## src/rtl/fft_seq_pkg.sv

```systemverilog
// Shared types and constants for the FFT frame sequencer.
// seq_state_t is also driven onto the top-level dbg_state port.
package fft_seq_pkg;

   typedef enum logic [2:0] {
      ST_IDLE   = 3'd0,
      ST_LOAD   = 3'd1,
      ST_START  = 3'd2,
      ST_WAIT   = 3'd3,
      ST_UNLOAD = 3'd4,
      ST_DONE   = 3'd5,
      ST_ERROR  = 3'd6
   } seq_state_t;

   localparam int FRAME_CNT_W     = 16;
   localparam int DEFAULT_TIMEOUT = 65535;

endpackage

```

## src/rtl/fft_seq_rdpipe.sv

```systemverilog
// Address+valid delay line.
// It lines up each issued buffer read address with the data returned by the buffer.
module fft_seq_rdpipe #(
   parameter int DEPTH  = 1,
   parameter int ADDR_W = 9
) (
   input  logic              clk,
   input  logic              rst_n,
   input  logic              valid_i,
   input  logic [ADDR_W-1:0] addr_i,
   output logic              valid_o,
   output logic [ADDR_W-1:0] addr_o
);

   logic [DEPTH-1:0]             valid_q;
   logic [DEPTH-1:0][ADDR_W-1:0] addr_q;

   always_ff @(posedge clk or negedge rst_n) begin
      if (!rst_n) begin
         valid_q <= '0;
         addr_q  <= '0;
      end else begin
         valid_q[0] <= valid_i;
         addr_q[0]  <= addr_i;
         for (int i = 1; i < DEPTH; i++) begin
            valid_q[i] <= valid_q[i-1];
            addr_q[i]  <= addr_q[i-1];
         end
      end
   end

   assign valid_o = valid_q[DEPTH-1];
   assign addr_o  = addr_q[DEPTH-1];

endmodule

```

## src/rtl/fft_sequencer.sv

```systemverilog
// Frame sequencer between the sample buffer and the FFT core.
// It handles load, start, wait and result writeback, with timeout and overrun detection.
module fft_sequencer
   import fft_seq_pkg::*;
#(
   parameter int N_POINTS       = 512,
   parameter int ADDR_W         = $clog2(N_POINTS),
   parameter int DATA_W         = 32,
   parameter int RD_LATENCY     = 1,
   parameter int CONTINUOUS     = 1,
   parameter int TIMEOUT_CYCLES = DEFAULT_TIMEOUT
) (
   input  logic                   clk,
   input  logic                   reset,
   input  logic                   clear,
   input  logic                   buf_full,
   output logic [ADDR_W-1:0]      buf_rd_addr,
   input  logic [DATA_W-1:0]      buf_rd_data,
   output logic [ADDR_W-1:0]      buf_wr_addr,
   output logic [DATA_W-1:0]      buf_wr_data,
   output logic                   buf_wr_en,
   output logic                   fft_load,
   output logic [ADDR_W-1:0]      fft_load_addr,
   output logic [DATA_W-1:0]      fft_load_data,
   output logic                   fft_start,
   input  logic                   fft_done,
   input  logic                   fft_out_valid,
   input  logic [ADDR_W-1:0]      fft_out_addr,
   input  logic [DATA_W-1:0]      fft_out_data,
   output logic                   busy,
   output logic                   done,
   output logic                   error,
   output logic                   overrun,
   output logic [FRAME_CNT_W-1:0] frame_count,
   output logic [2:0]             dbg_state
);

   localparam logic [ADDR_W-1:0] LAST_IDX = ADDR_W'(N_POINTS - 1);
   localparam logic [31:0]       TMO_LAST = 32'(TIMEOUT_CYCLES - 1);

   seq_state_t             state_q, state_d;
   logic                   buf_full_q;
   logic [ADDR_W-1:0]      rd_ptr_q, rd_ptr_d;
   logic                   issue_done_q, issue_done_d;
   logic [ADDR_W-1:0]      str_cnt_q, str_cnt_d;
   logic [31:0]            tmo_cnt_q, tmo_cnt_d;
   logic [ADDR_W-1:0]      wr_cnt_q, wr_cnt_d;
   logic                   wr_en_q, wr_en_d;
   logic [ADDR_W-1:0]      wr_addr_q, wr_addr_d;
   logic [DATA_W-1:0]      wr_data_q, wr_data_d;
   logic                   overrun_q, overrun_d;
   logic [FRAME_CNT_W-1:0] frame_cnt_q, frame_cnt_d;

   logic              full_rise;
   logic              in_frame;
   logic              issue_vld;
   logic              pipe_vld;
   logic              load_vld;
   logic [ADDR_W-1:0] pipe_addr;

   assign full_rise = buf_full & ~buf_full_q;
   assign in_frame  = state_q inside {ST_LOAD, ST_START, ST_WAIT, ST_UNLOAD};
   assign issue_vld = (state_q == ST_LOAD) && !issue_done_q;
   assign load_vld  = (state_q == ST_LOAD) && pipe_vld;

   fft_seq_rdpipe #(
      .DEPTH  (RD_LATENCY),
      .ADDR_W (ADDR_W)
   ) u_rdpipe (
      .clk     (clk),
      .rst_n   (reset),
      .valid_i (issue_vld),
      .addr_i  (rd_ptr_q),
      .valid_o (pipe_vld),
      .addr_o  (pipe_addr)
   );

   always_comb begin
      state_d = state_q;
      case (state_q)
         ST_IDLE:   if (full_rise) state_d = ST_LOAD;
         ST_LOAD:   if (load_vld && str_cnt_q == LAST_IDX) state_d = ST_START;
         ST_START:  state_d = ST_WAIT;
         // A core completion in the same cycle as the timeout still counts as a completion.
         ST_WAIT: begin
            if (fft_done)                    state_d = ST_UNLOAD;
            else if (tmo_cnt_q == TMO_LAST)  state_d = ST_ERROR;
         end
         ST_UNLOAD: if (fft_out_valid && wr_cnt_q == LAST_IDX) state_d = ST_DONE;
         ST_DONE:   if (CONTINUOUS != 0 || clear) state_d = ST_IDLE;
         ST_ERROR:  if (clear) state_d = ST_IDLE;
         default:   state_d = ST_IDLE;
      endcase
   end

   always_comb begin
      rd_ptr_d     = rd_ptr_q;
      issue_done_d = issue_done_q;
      str_cnt_d    = str_cnt_q;
      tmo_cnt_d    = tmo_cnt_q;
      wr_cnt_d     = wr_cnt_q;
      wr_en_d      = 1'b0;
      wr_addr_d    = wr_addr_q;
      wr_data_d    = wr_data_q;
      overrun_d    = overrun_q;
      frame_cnt_d  = frame_cnt_q;
      case (state_q)
         ST_IDLE: begin
            rd_ptr_d     = '0;
            issue_done_d = 1'b0;
            str_cnt_d    = '0;
            wr_cnt_d     = '0;
         end
         ST_LOAD: begin
            if (rd_ptr_q != LAST_IDX) rd_ptr_d = rd_ptr_q + 1'b1;
            if (issue_vld && rd_ptr_q == LAST_IDX) issue_done_d = 1'b1;
            if (load_vld) str_cnt_d = str_cnt_q + 1'b1;
         end
         ST_START: tmo_cnt_d = '0;
         ST_WAIT:  tmo_cnt_d = tmo_cnt_q + 32'd1;
         ST_UNLOAD: begin
            if (fft_out_valid) begin
               wr_en_d   = 1'b1;
               wr_addr_d = fft_out_addr;
               wr_data_d = fft_out_data;
               wr_cnt_d  = wr_cnt_q + 1'b1;
            end
         end
         default: ;
      endcase
      if (in_frame && full_rise)                overrun_d = 1'b1;
      else if (state_q == ST_IDLE && clear)     overrun_d = 1'b0;
      if (state_q == ST_UNLOAD && state_d == ST_DONE) frame_cnt_d = frame_cnt_q + 1'b1;
   end

   always_ff @(posedge clk or negedge reset) begin
      if (!reset) begin
         state_q      <= ST_IDLE;
         buf_full_q   <= 1'b0;
         rd_ptr_q     <= '0;
         issue_done_q <= 1'b0;
         str_cnt_q    <= '0;
         tmo_cnt_q    <= '0;
         wr_cnt_q     <= '0;
         wr_en_q      <= 1'b0;
         wr_addr_q    <= '0;
         wr_data_q    <= '0;
         overrun_q    <= 1'b0;
         frame_cnt_q  <= '0;
      end else begin
         state_q      <= state_d;
         buf_full_q   <= buf_full;
         rd_ptr_q     <= rd_ptr_d;
         issue_done_q <= issue_done_d;
         str_cnt_q    <= str_cnt_d;
         tmo_cnt_q    <= tmo_cnt_d;
         wr_cnt_q     <= wr_cnt_d;
         wr_en_q      <= wr_en_d;
         wr_addr_q    <= wr_addr_d;
         wr_data_q    <= wr_data_d;
         overrun_q    <= overrun_d;
         frame_cnt_q  <= frame_cnt_d;
      end
   end

   assign buf_rd_addr   = rd_ptr_q;
   assign buf_wr_en     = wr_en_q;
   assign buf_wr_addr   = wr_addr_q;
   assign buf_wr_data   = wr_data_q;
   assign fft_load      = load_vld;
   assign fft_load_addr = load_vld ? pipe_addr : '0;
   assign fft_load_data = load_vld ? buf_rd_data : '0;
   assign fft_start     = (state_q == ST_START);
   assign busy          = in_frame;
   assign done          = (state_q == ST_DONE);
   assign error         = (state_q == ST_ERROR);
   assign overrun       = overrun_q;
   assign frame_count   = frame_cnt_q;
   assign dbg_state     = state_q;

endmodule

```

## config.mk

```make
export PLATFORM = sky130hd
export DESIGN_NAME = fft_sequencer
export DESIGN_NICKNAME = d
export VERILOG_FILES = /design/src/rtl/fft_seq_pkg.sv /design/src/rtl/fft_seq_rdpipe.sv /design/src/rtl/fft_sequencer.sv
export SDC_FILE = /design/constraint.sdc
export NUM_CORES = 1
export LEC_CHECK = 0
export CAP_MARGIN = 25
export CORE_UTILIZATION = 35
export DETAILED_ROUTE_END_ITERATION = 12
export GPL_TIMING_DRIVEN = 1
export PLACE_DENSITY = 0.61
export SYNTH_ARGS = -nofsm -noshare
export SYNTH_HDL_FRONTEND = slang
export SYNTH_HIERARCHICAL = 1
export SYNTH_SLANG_ARGS = --single-unit
```

## constraint.sdc

```tcl
create_clock -name clk -period 2.5 [get_ports clk]
set_clock_uncertainty 0.15 [all_clocks]
set_input_delay 0.5 -clock clk [delete_from_list [all_inputs] [get_ports clk]]
set_output_delay 0.5 -clock clk [all_outputs]
set_load 0.1 [all_outputs]
```

# ---- Yosys cells after proc, flatten, opt, wreduce, memory -nomap -nowiden
# Cells that the tools add are included.
dict set report op_classes {
  addsub 5
  eq_ne 16
  mux 22
  n_bitwise 2
  n_reduce_logical 20
}
# cell n
set ops {}
lappend ops {{32-bit case mux with 2 select lines} 1}
lappend ops {{9-bit case mux with 2 select lines} 3}
lappend ops {{9-bit 2-to-1 mux} 4}
lappend ops {{32-bit by 1-bit adder with 32-bit output (second input constant)} 1}
lappend ops {{32-bit by 16-bit equality test with 1-bit output (second input constant)} 1}
lappend ops {{32-bit 2-to-1 mux} 1}
lappend ops {{9-bit by 1-bit adder with 9-bit output (second input constant)} 3}
lappend ops {{9-bit equality test (second input constant)} 3}
lappend ops {{3-bit 2-to-1 mux} 6}
lappend ops {{3-bit case mux with 6 select lines} 1}
lappend ops {{16-bit by 1-bit adder with 16-bit output (second input constant)} 1}
lappend ops {{3-bit equality test (second input constant)} 4}
lappend ops {{2-bit AND reduction} 5}
lappend ops {{9-bit inequality test (second input constant)} 1}
lappend ops {{1-bit logical AND} 8}
lappend ops {{2-bit nonzero test} 4}
lappend ops {{3-bit by 2-bit equality test with 1-bit output (second input constant)} 2}
lappend ops {{1-bit 2-to-1 mux} 5}
lappend ops {{2-bit by 1-bit inequality test with 1-bit output (second input constant)} 2}
lappend ops {{2-bit inequality test (second input constant)} 2}
lappend ops {{4-bit nonzero test} 1}
lappend ops {{3-bit by 1-bit equality test with 1-bit output (second input constant)} 1}
lappend ops {{3-bit zero test} 1}
lappend ops {{1-bit case mux with 2 select lines} 1}
lappend ops {{other kinds (3)} 3}
dict set report totals {
  ff_bits 133
  wordCells 79
}

# ---- Depth between registers and ports, before layout
dict set report logic_depth {
  word_depth 7
  depth_mapped 9
  depth_no_buf 8
}

# ---- Hierarchy
# Netlist, hierarchy kept.
# mod instances cells_each area_each_um2
set modules_own_cells {}
lappend modules_own_cells {fft_sequencer 1 687 6155.9}
lappend modules_own_cells {fft_seq_rdpipe 1 10 250.2}

# ---- Least setup slack after synthesis
# Ideal clock, no wire load.
dict set report synth_path {
  path_type {register to output}
  start {reg state_q[0] (netlist: dbg_state[0])}
  end {out done}
  t_arrival_ns 3.739
  required_ns 1.850
  slack_ns -1.889
  path_stages_with_launch 5
  n_path_buf 2
  path_cell_list {dfrtp_1 > buf_2 > inv_1 > clkbuf_1 > nor3b_1}
}
dict set report synth_between {
  elab_chain_cells 1
}
# item line_no
set synth_lines {}
lappend synth_lines {{from (decl)} fft_sequencer.sv:41} ;# seq_state_t state_q, state_d;
lappend synth_lines {{from (signal assigned)} fft_sequencer.sv:151} ;# state_q <= state_d;
lappend synth_lines {{3-bit equality test} fft_sequencer.sv:175} ;# assign done = (state_q == ST_DONE);
lappend synth_lines {{to (decl)} fft_sequencer.sv:31} ;# output logic done,
# No other way between the ends.

# ---- Final worst setup path
dict set report layout_path {
  start {reg state_q[2] (netlist: dbg_state[2])}
  end {out fft_load_data[6]}
}
dict set report layout_between {
  elab_chain_cells 3
}
# item line_no
set layout_lines {}
lappend layout_lines {{3-bit by 1-bit equality test with 1-bit output} fft_sequencer.sv:64} ;# assign load_vld = (state_q == ST_LOAD) && pipe_vld;
lappend layout_lines {{1-bit logical AND} fft_sequencer.sv:64}
lappend layout_lines {{32-bit 2-to-1 mux} fft_sequencer.sv:172} ;# assign fft_load_data = load_vld ? buf_rd_data : '0;
lappend layout_lines {{to (decl)} fft_sequencer.sv:24} ;# output logic [DATA_W-1:0] fft_load_data,
# No other way between the ends.

==> flow_metrics.env <==
export IMPL_area_delta_synth_final_pct=55.7
export IMPL_grt_pass1_wl_um=28100
export IMPL_placed_cells=1108
export IMPL_h_tree_depth=4
export IMPL_synth_cell_types=46
export IMPL_violations="negative setup slack"
export IMPL_mappedNetlistArea_sq_mm=0.00641
export IMPL_drtIter0Drc=233
export IMPL_setup_violations=41
export IMPL_drive_above_1_share_pct=27.3
export IMPL_max_cap_violations=0
export IMPL_path_cells="nor4bb_4 -> buf_4 -> buf_12 -> and2_4 -> buf_12"
export IMPL_vias=5722
export IMPL_die_w_um=137
export IMPL_gp_congestion=0.782
export IMPL_synth_area_per_cell_sq_um=9.19
export IMPL_tightestPinTransition_ns=0.520
export IMPL_clk_pin_slew_ns=0.06
export IMPL_power_density_mw_per_mm2=738
export IMPL_ir_worst_vdd_mv=0.885
export IMPL_fillers=1585
export IMPL_rows=49
export IMPL_overflow=0
export IMPL_antenna_found_initial=0
export IMPL_synth_fp_nets=785
export IMPL_cts_tree="built"
export IMPL_root_buffer="clkbuf_16"
export IMPL_ys_flop_type="dfrtp_1"
export IMPL_cp_start_kind="flop"
export IMPL_grt_pass1_vias=5612
export IMPL_nets=997
export IMPL_p_leak_nw=4.78
export IMPL_synth_warnings=6
export IMPL_yosysSeqAreaShare_pct=52.0
export IMPL_fp_dieArea_sq_mm=0.0188
export IMPL_route_detailed_drc=0
export IMPL_dp_hpwl_um=11800
export IMPL_period_share_pct=101
export IMPL_total_power_w=0.00736
export IMPL_fin_cells=1151
export IMPL_ios=196
export IMPL_rsz0062_at_grt="true"
export IMPL_die_h_um=137
export IMPL_worst_slack_ns=-0.0207
export IMPL_worstPathArrival_ns=1.87
export IMPL_via_per_inst=4.97
export IMPL_cts_num_sinks=133
export IMPL_antenna_cells=0
export IMPL_cts_buffers_inserted=17
export IMPL_relSlewSlack_pct=65.3
export IMPL_wl_um=17100
export IMPL_track_usage_pct=19.2
export IMPL_drtPass1Iterations=6
export IMPL_fmax_mhz=397
export IMPL_ys_seq_elements=133
export IMPL_cpMostUsedCell="buf_12"
export IMPL_start_util_pct=35.7
export IMPL_coreArea_sq_mm=0.0180
export IMPL_ant_nets=0
export IMPL_clock_latency_ns=0.42
export IMPL_outcome="complete, but fails checks"
export IMPL_clockBufferDepth=2
export IMPL_hold_viol=0
export IMPL_end_kind="output pin"
export IMPL_async_flop_share_pct=100
export IMPL_max_stage_delay_ns=0.49
export IMPL_grt_start_max_net_pins=53
export IMPL_hold_path_class="reg -> reg"
export IMPL_io_buffer_count=195
export IMPL_synth_edf_count=0
export IMPL_crit_type="reg -> out"
export IMPL_syn_inst=697
export IMPL_slew_violations=0
export IMPL_post_route_min_period_ns=2.52
export IMPL_wl_per_cell_um=14.8
export IMPL_cpMaxStageDelayCell="dfrtp_4"
export IMPL_cp_required_ns=1.85
export IMPL_crit_fanout=14
worst paths after layout:
check / from / end / slack (ns) / depth (start not counted)
max in group asynchronous: reset / dbg_state[1]$_DFF_PN0_ / 1.02 / 3
max reg2reg: wr_cnt_q[0]$_DFFE_PN0P_ / frame_count[1]$_DFFE_PN0P_ / 0.25 / 7
max: dbg_state[2]$_DFF_PN0_ / fft_load_data[6] / -0.02 / 5
min in group asynchronous: reset / u_rdpipe/addr_o[2]$_DFF_PN0_ / 0.47 / 2
min: buf_rd_addr[5]$_DFFE_PN0P_ / u_rdpipe/addr_o[5]$_DFF_PN0_ / 0.29 / 0
min reg2reg: buf_rd_addr[5]$_DFFE_PN0P_ / u_rdpipe/addr_o[5]$_DFF_PN0_ / 0.29 / 0
layout by cell type (no fill, tap or decap), types with 4 or more instances in the layout:
master / Yosys / layout
and2_1: 46 / 5
nand3_1: 29 / 29
nor4_1: 6 / 6
and3_1: 11 / 11
dfrtp_1: 133 / 124
and4_1: 12 / 12
ha_1: 9 / 9
nor3_1: 8 / 7
buf_12: 0 / 49
mux2i_1: 6 / 6
nand2b_1: 4 / 4
inv_6: 0 / 4
nand4_1: 24 / 24
or4_1: 13 / 13
dfrtp_2: 0 / 6
nand2_1: 177 / 177
clkdlybuf4s50_1: 0 / 77
o31ai_1: 12 / 12
or3_1: 9 / 9
xnor2_1: 14 / 14
buf_4: 0 / 101
clkbuf_16: 0 / 17
xor2_1: 18 / 18
nor2_1: 33 / 31
o21ai_0: 25 / 25
a21oi_1: 26 / 26
inv_1: 10 / 9
and2_4: 0 / 41
bufinv_16: 0 / 5
flip-flops by register name, indices dropped and copies added (netlist names), 3 cells and up:
signal           cells
buf_wr_data         32
tmo_cnt_q           32
frame_count         16
buf_rd_addr          9
buf_wr_addr          9
str_cnt_q            9
u_rdpipe/addr_o      9
wr_cnt_q             9
dbg_state            3
power by group:
group	switching, W	internal, W
clock	0.000974	0.00181
combinational	0.00137	0.000739
sequential	0.000133	0.00233
cells in the mapped netlist, drive strengths merged, types with 2 or more instances:
library cell	count	area, sq um
or4	13	97.6
xnor2	14	123
o211ai	2	15.0
and2	46	288
nand3	29	145
dfrtp	133	3330
nand2	177	664
clkbuf	30	113
nor2	33	124
buf	10	47.6
nand2b	4	25.0
o31ai	12	90.1
and3	11	68.8
nand4	26	175
a21oi	26	130
xor2	18	158
a22o	2	17.5
nor2b	3	18.8
nor3	8	40.0
a22oi	2	15.0
mux2i	6	60.1
inv	10	37.5
a211oi	3	22.5
or3	10	63.8
o21ai	25	125
ha	9	113
o22ai	2	12.5
or2	2	12.5
and4	13	115
nor4	6	37.5
nor3b	2	20.0
metrics by stage:
stage | TNS [ns] | cell area, sq um | util (%) | setup slack, ns | hold WS, ns
finish | -0.440 | 9970 | 55.5 | -0.0207 | 0.287
floorplan | -0.332 | 6580 | - | -0.179 | 0.0544
global route | -4.26 | 9970 | 55.5 | -0.114 | 0.302
global placement | 0 | 9160 | 51.0 | 0.263 | 0.265
detailed placement | 0 | 9160 | 51.0 | 0.262 | 0.272
CTS | -1.53 | 9940 | 55.3 | -0.0531 | 0.296
critical path: cells and delay by family, from the launching register on:
family / cells / cell delay (ns)
AND/OR/NAND/NOR: 2 / 0.45
flip-flops: 1 / 0.49
buffers and inverters: 3 / 0.50
cells by family after synthesis:
family / count (synthesis) / share of synthesized area, %
flops: 133 / 52.0
compound gates: 80 / 7.58
mux: 7 / 1.11
fa+ha+maj: 9 / 1.76
simple gates: 386 / 30.1
buf+inv: 50 / 3.09
xor+xnor: 32 / 4.38
area by class of cell:
cell class | count | area, sq um | share of cell area [%]
Sequential cell | 133 | 3350 | 33.6
Multi-Input combinational cell | 514 | 3030 | 30.4
Timing Repair Buffer | 233 | 2610 | 26.2
Clock buffer | 19 | 443 | 4.44
Tap cell | 229 | 287 | 2.87
Clock inverter | 13 | 219 | 2.20
Inverter | 10 | 41.3 | 0.414
layer usage:
metal	track usage, %	routed length (um)	vias to the layer above
met5	0	0	-
met4	5.56	69	0
met3	6.22	1440	4
met2	31.0	7930	205
met1	24.4	7650	2691
li1	-	-	2822
timing repair:
item	in CTS	in global routing
pin swaps	2	2
gates cloned	3	0
gates resized for setup	4	4
setup endpoints to repair	41	44
hold buffers	1	0
setup buffers	4	3
endpoints found under the hold margin	48	0
No activity file was read; power rests on OpenSTA's default activity.
